[config.mk]
export PLATFORM = sky130hd
export DESIGN_NAME = rr_arb3_ctrl
export DESIGN_NICKNAME = d
export VERILOG_FILES = /design/src/rtl/rr_arb3_ctrl.sv
export SDC_FILE = /design/constraint.sdc
export NUM_CORES = 1
export LEC_CHECK = 0
export CORE_MARGIN = 8
export CORE_UTILIZATION = 35
export DETAILED_ROUTE_END_ITERATION = 8
export PLACE_DENSITY_LB_ADDON = 0.1
export SLEW_MARGIN = 10
export SYNTH_ARGS = -nofsm -noshare
export SYNTH_HDL_FRONTEND = slang
export SYNTH_SLANG_ARGS = --single-unit
[constraint.sdc]
create_clock -name CLK -period 2.1 [get_ports CLK]
set_clock_uncertainty 0.1 [all_clocks]
set_input_delay 0.42 -clock CLK [delete_from_list [all_inputs] [get_ports CLK]]
set_output_delay 0.42 -clock CLK [all_outputs]
set_load 0.1 [all_outputs]
[src/rtl/rr_arb3_ctrl.sv]
// rr_arb3_ctrl: three-requester round-robin arbiter with a registered one-hot
// grant, one dead cycle between owners and an optional hold-time limit.
// Optional feature macro: RR_ARB3_TIMEOUT_EN (forced release after HOLD_MAX
// grant cycles, reported by a one-cycle timeout pulse).
//
// Handshake: a requester holds req[i] high until it is granted. gnt[i] stays
// high while req[i] is held and done is low. Dropping req[i] or pulsing done
// for one cycle ends ownership at the next edge. gnt is registered, so it
// reflects the req/done values sampled at the previous rising edge.
module rr_arb3_ctrl #(
  parameter int HOLD_MAX = 8,
  parameter int CNT_W    = 4
) (
  input  logic             CLK,
  input  logic             RSTn,
  input  logic [2:0]       req,
  input  logic             done,
  output logic [2:0]       gnt,
  output logic [1:0]       owner,
  output logic             busy,
  output logic             timeout,
  output logic [1:0]       state_dbg,
  output logic [CNT_W-1:0] hold_cnt
);

  typedef enum logic [1:0] {
    S_IDLE  = 2'd0,
    S_GRANT = 2'd1,
    S_GAP   = 2'd2
  } state_t;

`ifdef RR_ARB3_TIMEOUT_EN
  localparam bit TIMEOUT_EN = 1'b1;
`else
  localparam bit TIMEOUT_EN = 1'b0;
`endif

  // Counter value seen in the last permitted grant cycle.
  localparam logic [CNT_W-1:0] HOLD_LAST = CNT_W'(HOLD_MAX - 1);

  state_t           state;
  logic [1:0]       last;
  logic [CNT_W-1:0] cnt;
  logic [1:0]       pick;
  logic             owner_req;
  logic             rel_normal;
  logic             hold_hit;

  // First requester after the previous owner, in circular order.
  always_comb begin
    pick = 2'd0;
    case (last)
      2'd0:    if (req[1]) pick = 2'd1; else if (req[2]) pick = 2'd2; else pick = 2'd0;
      2'd1:    if (req[2]) pick = 2'd2; else if (req[0]) pick = 2'd0; else pick = 2'd1;
      default: if (req[0]) pick = 2'd0; else if (req[1]) pick = 2'd1; else pick = 2'd2;
    endcase
  end

  // Release conditions while granted; done/drop take precedence over timeout.
  always_comb begin
    owner_req  = |(req & gnt);
    rel_normal = done | ~owner_req;
    hold_hit   = TIMEOUT_EN && (cnt == HOLD_LAST);
  end

  // Arbiter FSM with registered grant, owner, busy and timeout outputs.
  always_ff @(posedge CLK) begin
    if (!RSTn) begin
      state   <= S_IDLE;
      gnt     <= 3'b000;
      owner   <= 2'b11;
      busy    <= 1'b0;
      timeout <= 1'b0;
      cnt     <= '0;
      last    <= 2'd2;
    end else begin
      timeout <= 1'b0;
      case (state)
        S_IDLE, S_GAP: begin
          if (|req) begin
            gnt   <= 3'b001 << pick;
            owner <= pick;
            busy  <= 1'b1;
            cnt   <= '0;
            state <= S_GRANT;
          end else begin
            state <= S_IDLE;
          end
        end
        S_GRANT: begin
          if (rel_normal || hold_hit) begin
            last    <= owner;
            gnt     <= 3'b000;
            owner   <= 2'b11;
            busy    <= 1'b0;
            timeout <= ~rel_normal;
            state   <= S_GAP;
          end else begin
            cnt <= cnt + CNT_W'(1);
          end
        end
        default: state <= S_IDLE;
      endcase
    end
  end

  assign state_dbg = state;
  assign hold_cnt  = cnt;

endmodule

# Word level (Yosys, flattened, before mapping)
# Index checks and enable logic that the tools add are counted.
# word_totals
regBits,15
latch_bits,0
ramBits,0
mem_bits_ro,0
input_bits,6
out_inout_bits,13
elab_cells,51
mem_count,0
# classes
add_sub_neg,1
multipliers,0
div_mod_pow,0
n_lt_le_gt_ge,0
eq_ne,6
shifts,1
n_mux,22
bitwise_logic,4
reduce_logical,10
# ops
operator,count
$mux 2,8
$pmux 2 s2,3
$reduce_and 3->1,3
$mux 4,2
$pmux 4 s2,1
$mux 3,2
$ne 2x2->1 const B,3
$pmux 3 s2,1
$reduce_or 3->1,2
$add 4x1->4 const B,1
$eq 2x1->1 const B,2
$logic_not 2->1,2
$mux 1,4
$and 3x3->3,1
$shl 1x2->3 const A,1
$eq 2x2->1 const B,1
$not 1->1,2
$pmux 1 s2,1
$reduce_and 2->1,1
$reduce_bool 2->1,1
$reduce_or 2->1,1
$or 1x1->1,1

# Longest topological paths before layout
# logic_depth
word_depth,6
mapped_depth,5
mapped_depth_nobuf,4

# Worst setup path after synthesis
# No wires, ideal clock.
# synth_path
path_kind,flip-flop to flip-flop
start,reg gnt[0]
end,reg owner[1]
setup_ps,121
arrival_ps,2133
required_time_ps,1879
setup_slack_ps,-254
path_stages_with_launch,5
n_path_buf,0
period_less_slack_ps,2354
cell_sequence,dfxtp_1 -> a222oi_1 -> o21ai_2 -> and2_4 -> mux2_2
# synth_between
elab_chain_cells,6
# synth_lines
item,line_no,rtl
"start, declared",18,"output logic [2:0] gnt,"
"start signal, assigned",81,gnt <= 3'b001 << pick;
$and 3x3->3,61,owner_req = |(req & gnt);
$reduce_or 3->1,61,
$not 1->1,62,rel_normal = done | ~owner_req;
$or 1x1->1,62,
$ne 2x2->1 (no line),-,
$reduce_and 3->1 (no line),-,
"end signal, assigned",82,owner <= pick;
"end, declared",19,"output logic [1:0] owner,"
# No other way between the ends.
# A chain may end at the register's enable or synchronous reset.

# Worst setup path after layout
# layout_path
start,in req[0]
end,reg gnt[1]
# layout_between
elab_chain_cells,6
elab_cells_between_ends,15
classes_between,eq/ne: 2; shift: 1; mux: 6; bitwise: 3; reduce/logical: 3
# layout_lines
item,line_no,rtl
"start, declared",16,"input logic [2:0] req,"
$mux 1 or $and 3x3->3 (tied branches),"54, 61",
$mux 2 or $reduce_or 3->1 (tied branches),"54, 61",
$pmux 2 s2 or $not 1->1 (tied branches),"52, 62",
$shl 1x2->3 or $or 1x1->1 (tied branches),"81, 62",
$mux 3 or $ne 2x2->1 (tied branches),-,
$pmux 3 s2 or $reduce_and 3->1 (tied branches),-,
# Several ways; a longest one is shown, not always the timed one. The select of a mux whose other input is x is not followed.

==> metrics.txt <==
DRT antenna net count=0; Buf/Inv on CP=1; Critical Path End Type=register; arrival time of data at the critical path endpoint=between 1500 and 2000 ps; critical path startpoint category=input port; total detailed-routing wirelength=1740 µm; layout cells sized above 1=0.382; number of endpoints failing setup at the final stage=0; Min-Delay Startpoint=busy; clock latency on the worst-skew pair=280 ps; post-CTS resize count=0; critical register-to-register path endpoint=gnt[1]; global-route wire length before repair=2910 µm; detailed placement HPWL=approximately 1400 µm; number of synthesized flops with an enable pin=0; total standard cell area after synthesis=688 µm²; Avg Inst Size Synth=8.71 µm²; dominant cell type by area after synthesis=sky130_fd_sc_hd__dfxtp_1; synth cell count leaders=15 x sky130_fd_sc_hd__dfxtp_1, 11 x sky130_fd_sc_hd__nand2_1, 8 x sky130_fd_sc_hd__nor2_1; minimum setup slack among reg-to-reg paths=470 ps; area share of the largest cell type after synthesis=0.436; class of the most critical setup path=in2reg; I/O pin count=19; Worst Hold Endpoint=busy; Hold Path Stages=2; Synth Flop Type=sky130_fd_sc_hd__dfxtp_1; diode count=0; Largest stage delay, worst path=480 ps; clk buf depth=2; Clock Root Buffer=sky130_fd_sc_hd__clkbuf_4; drt pass-1 iters=4; minimum period implied by the final worst setup slack=about 1900 ps; Post-Route Setup TNS=0 ps; largest net degree at the start of global routing=10; vias in the first global route=670; most numerous cell in the Yosys netlist=sky130_fd_sc_hd__dfxtp_1; TritonCTS clock tree=built; status=finished clean; width of the die=60.3 µm; DRC violations left=0; required time of the critical path=2190 ps; post-route fraction of the period consumed by the critical path=0.905; gr usage total=0.105; sum of internal, switching and leakage power=742 µW; violation count after the first detailed-route iteration=26; clock-pin slew reported for the worst setup and hold paths after clock tree synthesis=90 ps; final hold vios=0; syn nets=86; CTS sink count=15; area enclosed by the die boundary=3640 µm²; Max VDD drop=0.000365 V; placed inst area=961 µm²; DR vias=659; total CTS buffers=3; number of hold buffers added after CTS=0; total number of placement rows=16; count of final max-slew check failures=0; flip-flop and latch count after synthesis=15; Starting Density=0.362; cell area after layout=between 900 and 1000 µm²; synth-to-layout area growth=43.6%; total setup buffers inserted after CTS=0; leakage power=0.000429 µW; Overflow after GRT=0; RSZ-0062 raised after global routing=false; most area-consuming cells after synthesis=sky130_fd_sc_hd__dfxtp_1 44%, sky130_fd_sc_hd__nand2_1 6.0%, sky130_fd_sc_hd__a21oi_1 4.4%; maximum level of the CTS H-tree=1; vertical die dimension=60.3 µm; count of distinct cell types in the synthesized netlist=33; gp weighted congestion=0.824; highest clock frequency the design can meet=526 MHz; delay-heaviest family, CP=simple AND/OR/NAND/NOR gates; mean routed wirelength per cell=12.7 µm; Slowest cell on crit path=sky130_fd_sc_hd__or3b_2; launch instance of the worst register-to-register path=last[0]; total power per unit cell area=751 nW/µm²; number of port buffers=18; core area=1900 µm²; number of violations of the max-capacitance limit=0; mean number of vias per cell=4.81; Post-layout nets=around 120; chain of cells forming the critical path=clkdlybuf4s50_1 -> or3b_2 -> a21oi_1 -> nor2_1 -> o31ai_1; worst-path maximum fanout=5; Yosys warnings=0; fraction of the yosys area taken by sequential cells=0.436; count of cells along the worst register-to-register path=4; proportion of register bits with asynchronous set or reset after synthesis=0; class of the most critical hold timing path=reg2reg; number of antenna violations at the first check in global routing=0; count of mapped cells out of synthesis=79
layout by cell type, fill, tap and decap left out:
cell / count
sky130_fd_sc_hd__a21oi_1: 6
sky130_fd_sc_hd__a222oi_1: 1
sky130_fd_sc_hd__a31o_2: 1
sky130_fd_sc_hd__a31oi_1: 1
sky130_fd_sc_hd__and2_4: 1
sky130_fd_sc_hd__and3b_2: 1
sky130_fd_sc_hd__buf_12: 1
sky130_fd_sc_hd__buf_4: 23
sky130_fd_sc_hd__clkbuf_4: 3
sky130_fd_sc_hd__clkdlybuf4s50_1: 5
sky130_fd_sc_hd__clkinv_2: 1
sky130_fd_sc_hd__conb_1: 1
sky130_fd_sc_hd__dfxtp_1: 11
sky130_fd_sc_hd__dfxtp_2: 4
sky130_fd_sc_hd__ha_1: 1
sky130_fd_sc_hd__inv_1: 2
sky130_fd_sc_hd__mux2_2: 1
sky130_fd_sc_hd__nand2_1: 11
sky130_fd_sc_hd__nand2b_1: 3
sky130_fd_sc_hd__nand3_1: 3
sky130_fd_sc_hd__nand3b_1: 2
sky130_fd_sc_hd__nand4_1: 2
sky130_fd_sc_hd__nor2_1: 8
sky130_fd_sc_hd__nor2b_1: 2
sky130_fd_sc_hd__nor3_1: 2
sky130_fd_sc_hd__o2111a_1: 1
sky130_fd_sc_hd__o2111ai_1: 1
sky130_fd_sc_hd__o21a_1: 1
sky130_fd_sc_hd__o21ai_0: 1
sky130_fd_sc_hd__o21ai_2: 1
sky130_fd_sc_hd__o21bai_1: 1
sky130_fd_sc_hd__o22a_2: 1
sky130_fd_sc_hd__o31ai_1: 1
sky130_fd_sc_hd__o32ai_1: 1
sky130_fd_sc_hd__o41ai_2: 1
sky130_fd_sc_hd__or2_2: 1
sky130_fd_sc_hd__or3b_2: 2
sequential cells by signal, indices dropped and copies added (netlist names):
register / flops
gnt: 3
owner: 2
busy: 1
timeout: 1
hold_cnt: 4
state_dbg: 2
last: 2
power by group:
group	internal (µW)	switching, µW
Clock	70.6	92.7
Combinational	82.4	172
Sequential	305	19.1
Total	458	284
metal layers:
layer | track usage | routed length, µm
met1 | 0.133 | 865
met2 | 0.157 | 785
met3 | 0.0254 | 75
met4 | 0.0612 | 12
met5 | 0 | 0
final cells by class:
| class | count | area [µm²] |
|---|---|---|
| Clock buffer | 3 | 22.5 |
| Clock inverter | 1 | 5.00 |
| Fill cell | 185 | 913 |
| Timing Repair Buffer | 29 | 243 |
| Multi-Input combinational cell | 60 | 372 |
| Sequential cell | 15 | 305 |
| Tap cell | 27 | 33.8 |
| Inverter | 2 | 7.51 |
worst register-to-register path, stage by stage (launching register included):
cell and delay, ps:
sky130_fd_sc_hd__dfxtp_1 380, sky130_fd_sc_hd__or3b_2 450, sky130_fd_sc_hd__a21oi_1 290, sky130_fd_sc_hd__nor2_1 90, sky130_fd_sc_hd__o31ai_1 230
worst max path at each step:
stage | start | end | slack [ps] | depth (start not counted)
finish | req[0] | gnt[1] | 200 | 5
global route | req[0] | gnt[0] | 110 | 6
CTS | req[0] | gnt[0] | 200 | 6
detailed placement | req[0] | gnt[0] | -100 | 6
global placement | req[0] | gnt[0] | -50 | 6
floorplan | state_dbg[1] | owner[1] | 70 | 4
through the flow:
stage	cells	hold WS [ps]	setup slack (ps)	utilization
3_3_place_gp	133	350	-53.4	0.505
4_1_cts	137	374	198	0.520
6_report	137	371	200	0.520
5_1_grt	137	393	106	0.520
2_1_floorplan	79	340	66.0	-
3_5_place_dp	133	357	-95.5	0.505
cells by family after synthesis:
kind of cell | after synthesis | share of synthesized area
and+or+nand+nor | 38 | 0.287
AOI/OAI and AO/OA | 19 | 0.213
DFF | 15 | 0.436
buffers and inverters | 4 | 0.0236
muxes | 1 | 0.0164
adders and majority gates | 1 | 0.0182
other | 1 | 0.00545
Power figures use the tool's default switching activity.
